===== config.mk =====
export PLATFORM = sky130hd
export DESIGN_NAME = regfile_wb_arbiter
export DESIGN_NICKNAME = d
export VERILOG_FILES = /design/src/rtl/regfile_wb_arbiter_pkg.sv /design/src/rtl/wb_result_fifo.sv /design/src/rtl/regfile_wb_arbiter.sv
export SDC_FILE = /design/constraint.sdc
export NUM_CORES = 1
export LEC_CHECK = 0
export BUFFER_PORTS_ARGS = -buffer_cell sky130_fd_sc_hd__buf_2
export CELL_PAD_IN_SITES_DETAIL_PLACEMENT = 1
export CELL_PAD_IN_SITES_GLOBAL_PLACEMENT = 1
export CORE_MARGIN = 2
export CORE_UTILIZATION = 39
export DETAILED_ROUTE_END_ITERATION = 10
export GPL_TIMING_DRIVEN = 0
export PLACE_DENSITY = 0.87
export SLEW_MARGIN = 5
export SYNTH_ARGS = -nofsm -noshare
export SYNTH_HDL_FRONTEND = slang
export SYNTH_HIERARCHICAL = 1
export SYNTH_SLANG_ARGS = --single-unit

===== constraint.sdc =====
create_clock -name clk -period 3 [get_ports clk]
set_input_delay 0.3 -clock clk [delete_from_list [all_inputs] [get_ports clk]]
set_output_delay 0.3 -clock clk [all_outputs]
set_load 0.01 [all_outputs]

===== src/rtl/regfile_wb_arbiter_pkg.sv =====
// Shared types and sizes for the register-file writeback arbiter.
// A wb_entry bundles one long-unit result with its destination register.
package regfile_wb_arbiter_pkg;

    localparam int XLEN       = 32;
    localparam int REG_ADDR_W = 5;
    localparam int NUM_REGS   = 32;

    typedef struct packed {
        logic [REG_ADDR_W-1:0] rd;
        logic [XLEN-1:0]       data;
    } wb_entry_t;

endpackage


===== src/rtl/wb_result_fifo.sv =====
// Small FIFO that buffers long-unit results until a free write slot appears.
// The head is read combinationally so the arbiter can commit it in the same cycle.
module wb_result_fifo
    import regfile_wb_arbiter_pkg::*;
#(
    parameter int DEPTH = 2
) (
    input  logic                     clk,
    input  logic                     rst,
    input  logic                     push_i,
    input  logic [REG_ADDR_W-1:0]    push_rd_i,
    input  logic [XLEN-1:0]          push_data_i,
    input  logic                     pop_i,
    output logic [REG_ADDR_W-1:0]    head_rd_o,
    output logic [XLEN-1:0]          head_data_o,
    output logic                     full_o,
    output logic                     empty_o,
    output logic [$clog2(DEPTH):0]   count_o
);

    localparam int PW = $clog2(DEPTH);
    localparam int CW = PW + 1;
    localparam logic [PW-1:0] PTR_ONE   = PW'(1);
    localparam logic [CW-1:0] CNT_ONE   = CW'(1);
    localparam logic [CW-1:0] CNT_DEPTH = CW'(DEPTH);

    wb_entry_t       mem_q [DEPTH];
    logic [PW-1:0]   wr_ptr_q, wr_ptr_d;
    logic [PW-1:0]   rd_ptr_q, rd_ptr_d;
    logic [CW-1:0]   count_q, count_d;
    logic            do_push, do_pop;
    wb_entry_t       head_entry;

    assign full_o  = (count_q == CNT_DEPTH);
    assign empty_o = (count_q == '0);
    assign count_o = count_q;
    assign do_push = push_i && !full_o;
    assign do_pop  = pop_i && !empty_o;

    assign head_entry  = mem_q[rd_ptr_q];
    assign head_rd_o   = head_entry.rd;
    assign head_data_o = head_entry.data;

    // DEPTH is a power of two, so natural pointer overflow is the wrap.
    always_comb begin
        wr_ptr_d = do_push ? wr_ptr_q + PTR_ONE : wr_ptr_q;
        rd_ptr_d = do_pop  ? rd_ptr_q + PTR_ONE : rd_ptr_q;
        count_d  = count_q;
        case ({do_push, do_pop})
            2'b10:   count_d = count_q + CNT_ONE;
            2'b01:   count_d = count_q - CNT_ONE;
            default: count_d = count_q;
        endcase
    end

    always_ff @(posedge clk or posedge rst) begin
        if (rst) begin
            wr_ptr_q <= '0;
            rd_ptr_q <= '0;
            count_q  <= '0;
        end else begin
            wr_ptr_q <= wr_ptr_d;
            rd_ptr_q <= rd_ptr_d;
            count_q  <= count_d;
        end
    end

    always_ff @(posedge clk) begin
        if (do_push) begin
            mem_q[wr_ptr_q] <= '{rd: push_rd_i, data: push_data_i};
        end
    end

endmodule


===== src/rtl/regfile_wb_arbiter.sv =====
// Arbitrates the single register-file write port between pipeline writeback and
// buffered long-unit results, with a starvation guard and a pending scoreboard.
module regfile_wb_arbiter
    import regfile_wb_arbiter_pkg::*;
#(
    parameter int FIFO_DEPTH   = 2,
    parameter int STARVE_LIMIT = 4
) (
    input  logic                   clk,
    input  logic                   rst,
    input  logic                   pipe_wr_en,
    input  logic [REG_ADDR_W-1:0]  pipe_wr_addr,
    input  logic [XLEN-1:0]        pipe_wr_data,
    input  logic                   lu_valid,
    output logic                   lu_ready,
    input  logic [REG_ADDR_W-1:0]  lu_rd,
    input  logic [XLEN-1:0]        lu_data,
    input  logic                   issue_valid,
    input  logic [REG_ADDR_W-1:0]  issue_rd,
    input  logic [REG_ADDR_W-1:0]  rs1_addr,
    input  logic [REG_ADDR_W-1:0]  rs2_addr,
    output logic                   rs1_busy,
    output logic                   rs2_busy,
    output logic                   rf_wr_en,
    output logic [REG_ADDR_W-1:0]  rf_wr_addr,
    output logic [XLEN-1:0]        rf_wr_data,
    output logic                   pipe_stall
);

    localparam int CW  = $clog2(FIFO_DEPTH) + 1;
    localparam int SCW = $clog2(STARVE_LIMIT + 1);
    localparam logic [CW-1:0]  CNT_FULL    = CW'(FIFO_DEPTH);
    localparam logic [SCW-1:0] STARVE_LAST = SCW'(STARVE_LIMIT - 1);
    localparam logic [SCW-1:0] STARVE_ONE  = SCW'(1);

    logic                   fifo_push, fifo_full, fifo_empty;
    logic [CW-1:0]          fifo_count;
    logic [REG_ADDR_W-1:0]  head_rd;
    logic [XLEN-1:0]        head_data;
    logic                   pipe_use, commit, blocked, issue_set;
    logic [SCW-1:0]         starve_q, starve_d;
    logic                   stall_q, stall_d;
    logic [NUM_REGS-1:0]    pending_q, pending_d;

    wb_result_fifo #(.DEPTH(FIFO_DEPTH)) u_fifo (
        .clk         (clk),
        .rst         (rst),
        .push_i      (fifo_push),
        .push_rd_i   (lu_rd),
        .push_data_i (lu_data),
        .pop_i       (commit),
        .head_rd_o   (head_rd),
        .head_data_o (head_data),
        .full_o      (fifo_full),
        .empty_o     (fifo_empty),
        .count_o     (fifo_count)
    );

    // Results for x0 are handshaken but never stored, so the head rd is never 0.
    assign lu_ready  = !rst && (fifo_count != CNT_FULL);
    assign fifo_push = lu_valid && lu_ready && !fifo_full && (lu_rd != '0);

    assign pipe_use = pipe_wr_en && (pipe_wr_addr != '0) && !stall_q;
    assign commit   = !rst && !pipe_use && !fifo_empty;
    assign blocked  = !fifo_empty && !commit;

    always_comb begin
        rf_wr_en   = 1'b0;
        rf_wr_addr = '0;
        rf_wr_data = '0;
        if (!rst && pipe_use) begin
            rf_wr_en   = 1'b1;
            rf_wr_addr = pipe_wr_addr;
            rf_wr_data = pipe_wr_data;
        end else if (commit) begin
            rf_wr_en   = 1'b1;
            rf_wr_addr = head_rd;
            rf_wr_data = head_data;
        end
    end

    // The stall forces a commit, so the counter never runs past STARVE_LIMIT.
    always_comb begin
        starve_d = blocked ? starve_q + STARVE_ONE : '0;
        stall_d  = blocked && (starve_q == STARVE_LAST);
    end

    assign issue_set = issue_valid && (issue_rd != '0);

    for (genvar gi = 0; gi < NUM_REGS; gi++) begin : g_pending
        localparam logic [REG_ADDR_W-1:0] IDX = REG_ADDR_W'(gi);
        // A new issue to the same register outranks the commit clearing it.
        assign pending_d[gi] = (issue_set && (issue_rd == IDX))
                             || (pending_q[gi] && !(commit && (head_rd == IDX)));
    end

    always_ff @(posedge clk or posedge rst) begin
        if (rst) begin
            starve_q  <= '0;
            stall_q   <= 1'b0;
            pending_q <= '0;
        end else begin
            starve_q  <= starve_d;
            stall_q   <= stall_d;
            pending_q <= pending_d;
        end
    end

    assign pipe_stall = stall_q;
    assign rs1_busy   = pending_q[rs1_addr] && (rs1_addr != '0);
    assign rs2_busy   = pending_q[rs2_addr] && (rs2_addr != '0);

endmodule

# After elaboration in Yosys (flattened, before gate mapping)
# Memory sizes are Yosys's and may differ from the RTL's.
# Index checks and enable logic that the tools add are counted.
# word_totals
n_memories	1
output_inout_bits	42
latchBits	0
input_bits	94
romBits	0
register_bits	40
ram_bits	74
# classes
addsub	5
bitwise_logic	0
mux	14
n_div	0
n_lt_le_gt_ge	2
shift	0
eq_ne	67
reduce_logical	191
multipliers	0
# mem_list
memory	words	width	rd	rd_clocked_by_memory_dff	write_ports	line_no	rtl
u_fifo.mem_q	2	37	1	0	1	wb_result_fifo.sv:27	wb_entry_t mem_q [DEPTH];
# ops
op	n
$eq 5x5->1 const B	32
$logic_and 1x1->1	112
$eq 5x4->1 const B	16
$mux 32	2
$eq 5x3->1 const B	8
$logic_not 1->1	38
$logic_or 1x1->1	32
$reduce_bool 5->1	5
$eq 5x2->1 const B	4
$lt 5x6->1 const B	2
$bmux 1 s5	2
$eq 5x1->1 const B	2
$logic_not 5->1	2
$mux 5	2
$mux 1	6
$eq 2x2->1 const B	2
$pmux 2 s2	1
$add 3x1->3 const B	1
$eq 3x2->1 const B	1
$mux 3	1
$add 1x1->1 const B	2
$add 2x1->2 const B	1
$eq 2x1->1 const B	1
$logic_not 2->1	1
other kinds (3)	3

# Longest topological paths before layout
# depth
ltp_word	10
ltp_mapped	9
ltp_nobuf	9

# Cells and area by module
# Netlist, hierarchy kept.
# modules_own_cells
module	instances	seq_area_each_um2	cells_per_inst	area_each_um2
wb_result_fifo	1	2322.2	134	2952.8
regfile_wb_arbiter	1	875.8	283	2722.6

# Worst setup path after synthesis
# No wires, ideal clock.
# synth_timing
path_type	register to register
startpoint	register u_fifo.count_q[0] (netlist: u_fifo/count_o[0])
endpoint	memory u_fifo/mem_q[0][0] in the netlist's numbering (enable)
path_buffers	0
required_time_ns	2.569
path_stages_with_launch	7
arrival_time_ns	2.645
setup_time_ns	0.431
period_less_slack_ns	3.076
slack_ns	-0.076
cell_sequence	dfrtp_1 -> inv_1 -> a21oi_1 -> nand3b_1 -> a21oi_1 -> nand2_1 -> nor2_1
# synth_via
elab_chain_cells	8
word_cells_on_any_way	10
classes_between	eq/ne: 2; mux: 2; reduce/logical: 6
# synth_rtl
item	line_no	rtl
start, declared	wb_result_fifo.sv:30	logic [CW-1:0] count_q, count_d;
start signal, assigned	wb_result_fifo.sv:64	count_q <= count_d;
$ne 2x2->1	regfile_wb_arbiter.sv:60	assign lu_ready = !rst && (fifo_count != CNT_FULL);
$logic_and 1x1->1	regfile_wb_arbiter.sv:60	
via lu_ready	regfile_wb_arbiter.sv:15	output logic lu_ready,
$logic_and 1x1->1 (3 in a row)	regfile_wb_arbiter.sv:61	assign fifo_push = lu_valid && lu_ready && !fifo_full && (lu_rd != '0);
via fifo_push	regfile_wb_arbiter.sv:36	logic fifo_push, fifo_full, fifo_empty;
$logic_and 1x1->1	wb_result_fifo.sv:37	assign do_push = push_i && !full_o;
$mux 1	wb_result_fifo.sv:69	if (do_push) begin
$mux 1 (implied by the code)	wb_result_fifo.sv:70	mem_q[wr_ptr_q] <= '{rd: push_rd_i, data: push_data_i};
end, declared	wb_result_fifo.sv:27	
# The timed path passes the listed nets, and every way through them passes these cells.

# Worst setup path after layout
# layout_timing
startpoint	register u_fifo.count_q[0] (netlist: u_fifo/count_o[0])
endpoint	output rf_wr_data[14]
# layout_via
elab_chain_cells	5
# layout_rtl
item	line_no	rtl
$logic_not 2->1	wb_result_fifo.sv:35	assign empty_o = (count_q == '0);
via fifo_empty	regfile_wb_arbiter.sv:36	
$logic_not 1->1	regfile_wb_arbiter.sv:64	assign commit = !rst && !pipe_use && !fifo_empty;
$logic_and 1x1->1	regfile_wb_arbiter.sv:64	
$mux 32	regfile_wb_arbiter.sv:75	end else if (commit) begin
$mux 32	regfile_wb_arbiter.sv:71	if (!rst && pipe_use) begin
end, declared	regfile_wb_arbiter.sv:26	output logic [XLEN-1:0] rf_wr_data,
# The timed path passes the listed nets, and every way through them passes these cells.

==> flow_metrics.tcl <==
set metrics [dict create \
    status "complete, no violations" \
    slowest_stage "nor2_1" \
    final_cell_area_sq_mm 0.00718 \
    synth.distinct_cells 45 \
    ys_warn_count 6 \
    drt-pass1-iter-count 4 \
    cts_buffer_depth 2 \
    yosysSeqAreaShare_pct 56.3 \
    synthAdderAreaFrac_pct 0.661 \
    cts.sinks 113 \
    drt-total-wl_um 18700 \
    cts_tree "yes" \
    endpoint_kind "primary output" \
    mostFrequentLayoutCells "buf_2 (146), edfxtp_1 (74), dfrtp_1 (39), a22o_1 (37), o41ai_1 (24)" \
    fin_worst_skew_ns 0.0140 \
    path_delay_family "simple AND/OR/NAND/NOR gates" \
    drtIter0Drc 216 \
    dieArea_sq_mm 0.0155 \
    crit_fanout 10 \
    numCtsBuffers 17 \
    cts-root-buf "clkbuf_16" \
    p_leak_nw 2.95 \
    synthSimpleGateAreaFrac_pct 7.98 \
    synthCells 417 \
    worstPathRequired_ns 2.70 \
    grt_pass1_wl_um 29100 \
    post_drt_wl_per_cell_um 24.4 \
    ys_ff_latch 113 \
    arrival_ns 2.22 \
    grt_max_degree 37 \
    synthesis.nets 514 \
    vias_per_cell 5.93 \
    die_h_um 125 \
    grt_pass1_vias 5000 \
    setup_viol 0 \
    fin_crit_ns 2.52 \
    syn_area_per_cell_sq_um 13.6 \
    critPathMostFrequentCell "buf_2" \
    synth_area_sq_mm 0.00568 \
    synth_compound_area_share_pct 16.2 \
    cp.buffers_inverters 2 \
    layout_commonest_cell "buf_2" \
    r2r_setup_slack_ns 0.54 \
    diodes 0 \
    hpwlAfterDp_um 12900 \
    cellPowerDensity_mw_per_mm2 877 \
    synth_xor_area_share_pct 0.772 \
    num_rows 44 \
    nNetsFinal 668 \
    vias 4548 \
    min_path_type "input pin to flip-flop" \
    remaining_drc_errors 0 \
    htreeDepth 4 \
    crit_type "flip-flop to primary output" \
    fill_cells 1495 \
    start_util_pct 39.5 \
    clkSlewWorstSetupHoldPaths_ns 0.06 \
    final_hold_viol_count 0 \
    ant_nets 0 \
    overflow 0 \
    slowest_delay_ns 0.54 \
    worstMarginPinSlew_ns 0.741 \
    layout-drive-gt1-share_pct 40.8 \
    synth_top_family_by_area "compound AO/OA/AOI/OAI gates" \
    drv_slew 0 \
    clk_latency_ns 0.42 \
    fp.coreArea_sq_mm 0.0144 \
    gp_congestion 0.838 \
    postCtsSetupRepairBufs 0 \
    max_clock_freq_mhz 398 \
    port_buffers 132 \
    pin_count 136 \
    fin_crit_sh_pct 83.9 \
    dp_cells 735 \
    die_w_um 125 \
    layout.cells.non_filler 767 \
    grt_use_total_pct 24.7 \
    path_cells "nor2_1 -> nor3_2 -> buf_2 -> a22o_1 -> buf_2" \
    crit_path_start_kind "flip-flop" \
    muxShareOfSynthArea_pct 14.4 \
    antenna_found_initial 0 \
    syn2layout_area_growth_pct 26.6 \
    cap_violations 0 \
    place_area_sq_mm 0.00662 \
    vdd_ir_drop_max_v 0.000550 \
    rsz0062_at_grt "false" \
    max-slew-margin-rel_pct 50.5 \
]
## stage by stage
stage	hold slack (ns)	setup WS [ns]	power (mW)	utilization [%]	TNS [ns]
finish	0.0670	0.484	6.30	50.0	0
CTS	0.0581	0.0519	6.30	50.0	0
global route	0.0593	0.366	6.56	50.0	0
global placement	0.195	-0.160	4.16	45.7	-5.87
detailed placement	0.206	0.0603	4.32	46.1	0
floorplan	0.0661	0.535	3.62	-	0
## where the power goes
group	total [mW]	switching, mW	internal, mW
Sequential	2.36	0.305	2.05
Clock	1.92	0.717	1.20
Combinational	2.03	1.08	0.948
## flip-flops by register name, summed over array words and instances, names as in the netlist
| name | cells |
|---|---|
| pending_q | 31 |
| pipe_stall | 1 |
| starve_q | 3 |
| u_fifo/count_o | 2 |
| u_fifo/mem_q | 74 |
| u_fifo/rd_ptr_q | 1 |
| u_fifo/wr_ptr_q | 1 |
## metal layers
metal | share of wire (%) | track usage [%] | wire [um]
met1 | 39 | 28.2 | 7230
met2 | 51 | 43.1 | 9590
met3 | 6.6 | 6.01 | 1230
met4 | 3.7 | 12.6 | 694
met5 | 0 | 0 | 0
## Yosys cell counts
cell type	count	area, sq um
a2111oi_0	2	17.5
a211oi_1	2	15.0
a21oi_1	6	30.0
a21oi_4	1	16.3
a22o_1	37	324
a22oi_1	4	30.0
and2_4	1	8.76
and3_1	1	6.26
buf_1	1	3.75
buf_2	14	70.1
buf_6	8	90.1
clkbuf_1	7	26.3
dfrtp_1	39	976
edfxtp_1	74	2220
ha_1	3	37.5
inv_1	5	18.8
mux2_2	19	214
mux2_4	20	300
mux2i_1	16	160
mux4_1	2	52.6
mux4_2	4	90.1
nand2_1	17	63.8
nand2b_1	7	43.8
nand3_1	10	50.1
nand3b_1	5	37.5
nand4b_1	2	17.5
nor2_1	14	52.6
nor2b_1	11	68.8
nor2b_2	1	8.76
nor3_1	3	15.0
nor3_2	2	20.0
nor3b_1	2	15.0
o211ai_1	2	15.0
o21ai_0	12	60.1
o21ai_1	9	45.0
o22a_1	2	17.5
o31ai_1	16	120
o41ai_1	24	210
o41ai_2	1	16.3
or2_1	2	12.5
or3_1	1	6.26
or3b_1	2	17.5
or3b_2	1	8.76
xnor2_1	3	26.3
xor2_1	2	17.5
## kinds of logic after synthesis
group | after synthesis
flip-flops | 113
AND/OR/NAND/NOR | 82
adder cells (fa/ha/maj) | 3
multiplexers | 61
AO/OA/AOI/OAI | 118
buffers and inverters | 35
XOR/XNOR | 5
## worst register-to-register path: stages (launching register included)
cell and delay [ns]:
dfrtp_1 0.46, nor2_1 0.54, nor3_2 0.13, buf_2 0.23
nor2b_2 0.20, ha_1 0.36, nor2_1 0.17, xor2_1 0.26
## final timing paths
check | startpoint | to | cells after the start
max in group asynchronous | rst | pending_q[23]$_DFF_PP0_ | 3
min in group asynchronous | rst | pending_q[10]$_DFF_PP0_ | 3
worst max-delay path | u_fifo/count_o[0]$_DFFE_PP0P_ | rf_wr_data[14] | 5
worst min-delay path | lu_data[6] | u_fifo/mem_q[1][6]$_DFFE_PP_ | 1
worst min register to register | starve_q[0]$_DFF_PP0_ | starve_q[0]$_DFF_PP0_ | 1
worst max register to register | u_fifo/count_o[0]$_DFFE_PP0P_ | u_fifo/count_o[1]$_DFFE_PP0P_ | 7
## area by class of cell
| type | instances | area (sq um) | area share (%) |
|---|---|---|---|
| tap | 184 | 230 | 3.21 |
| sequential | 113 | 3200 | 44.5 |
| inverter | 5 | 18.8 | 0.261 |
| clock buffer | 18 | 429 | 5.97 |
| timing repair buffer | 135 | 718 | 10.0 |
| multi-input combinational | 269 | 2280 | 31.7 |
| buffer | 30 | 190 | 2.65 |
| clock inverter | 13 | 121 | 1.69 |
## timing repair
item	in CTS	in global routing
hold endpoints to repair	4	0
hold buffers	1	0
gates resized for setup	0	0
Power figures use the tool's default switching activity.
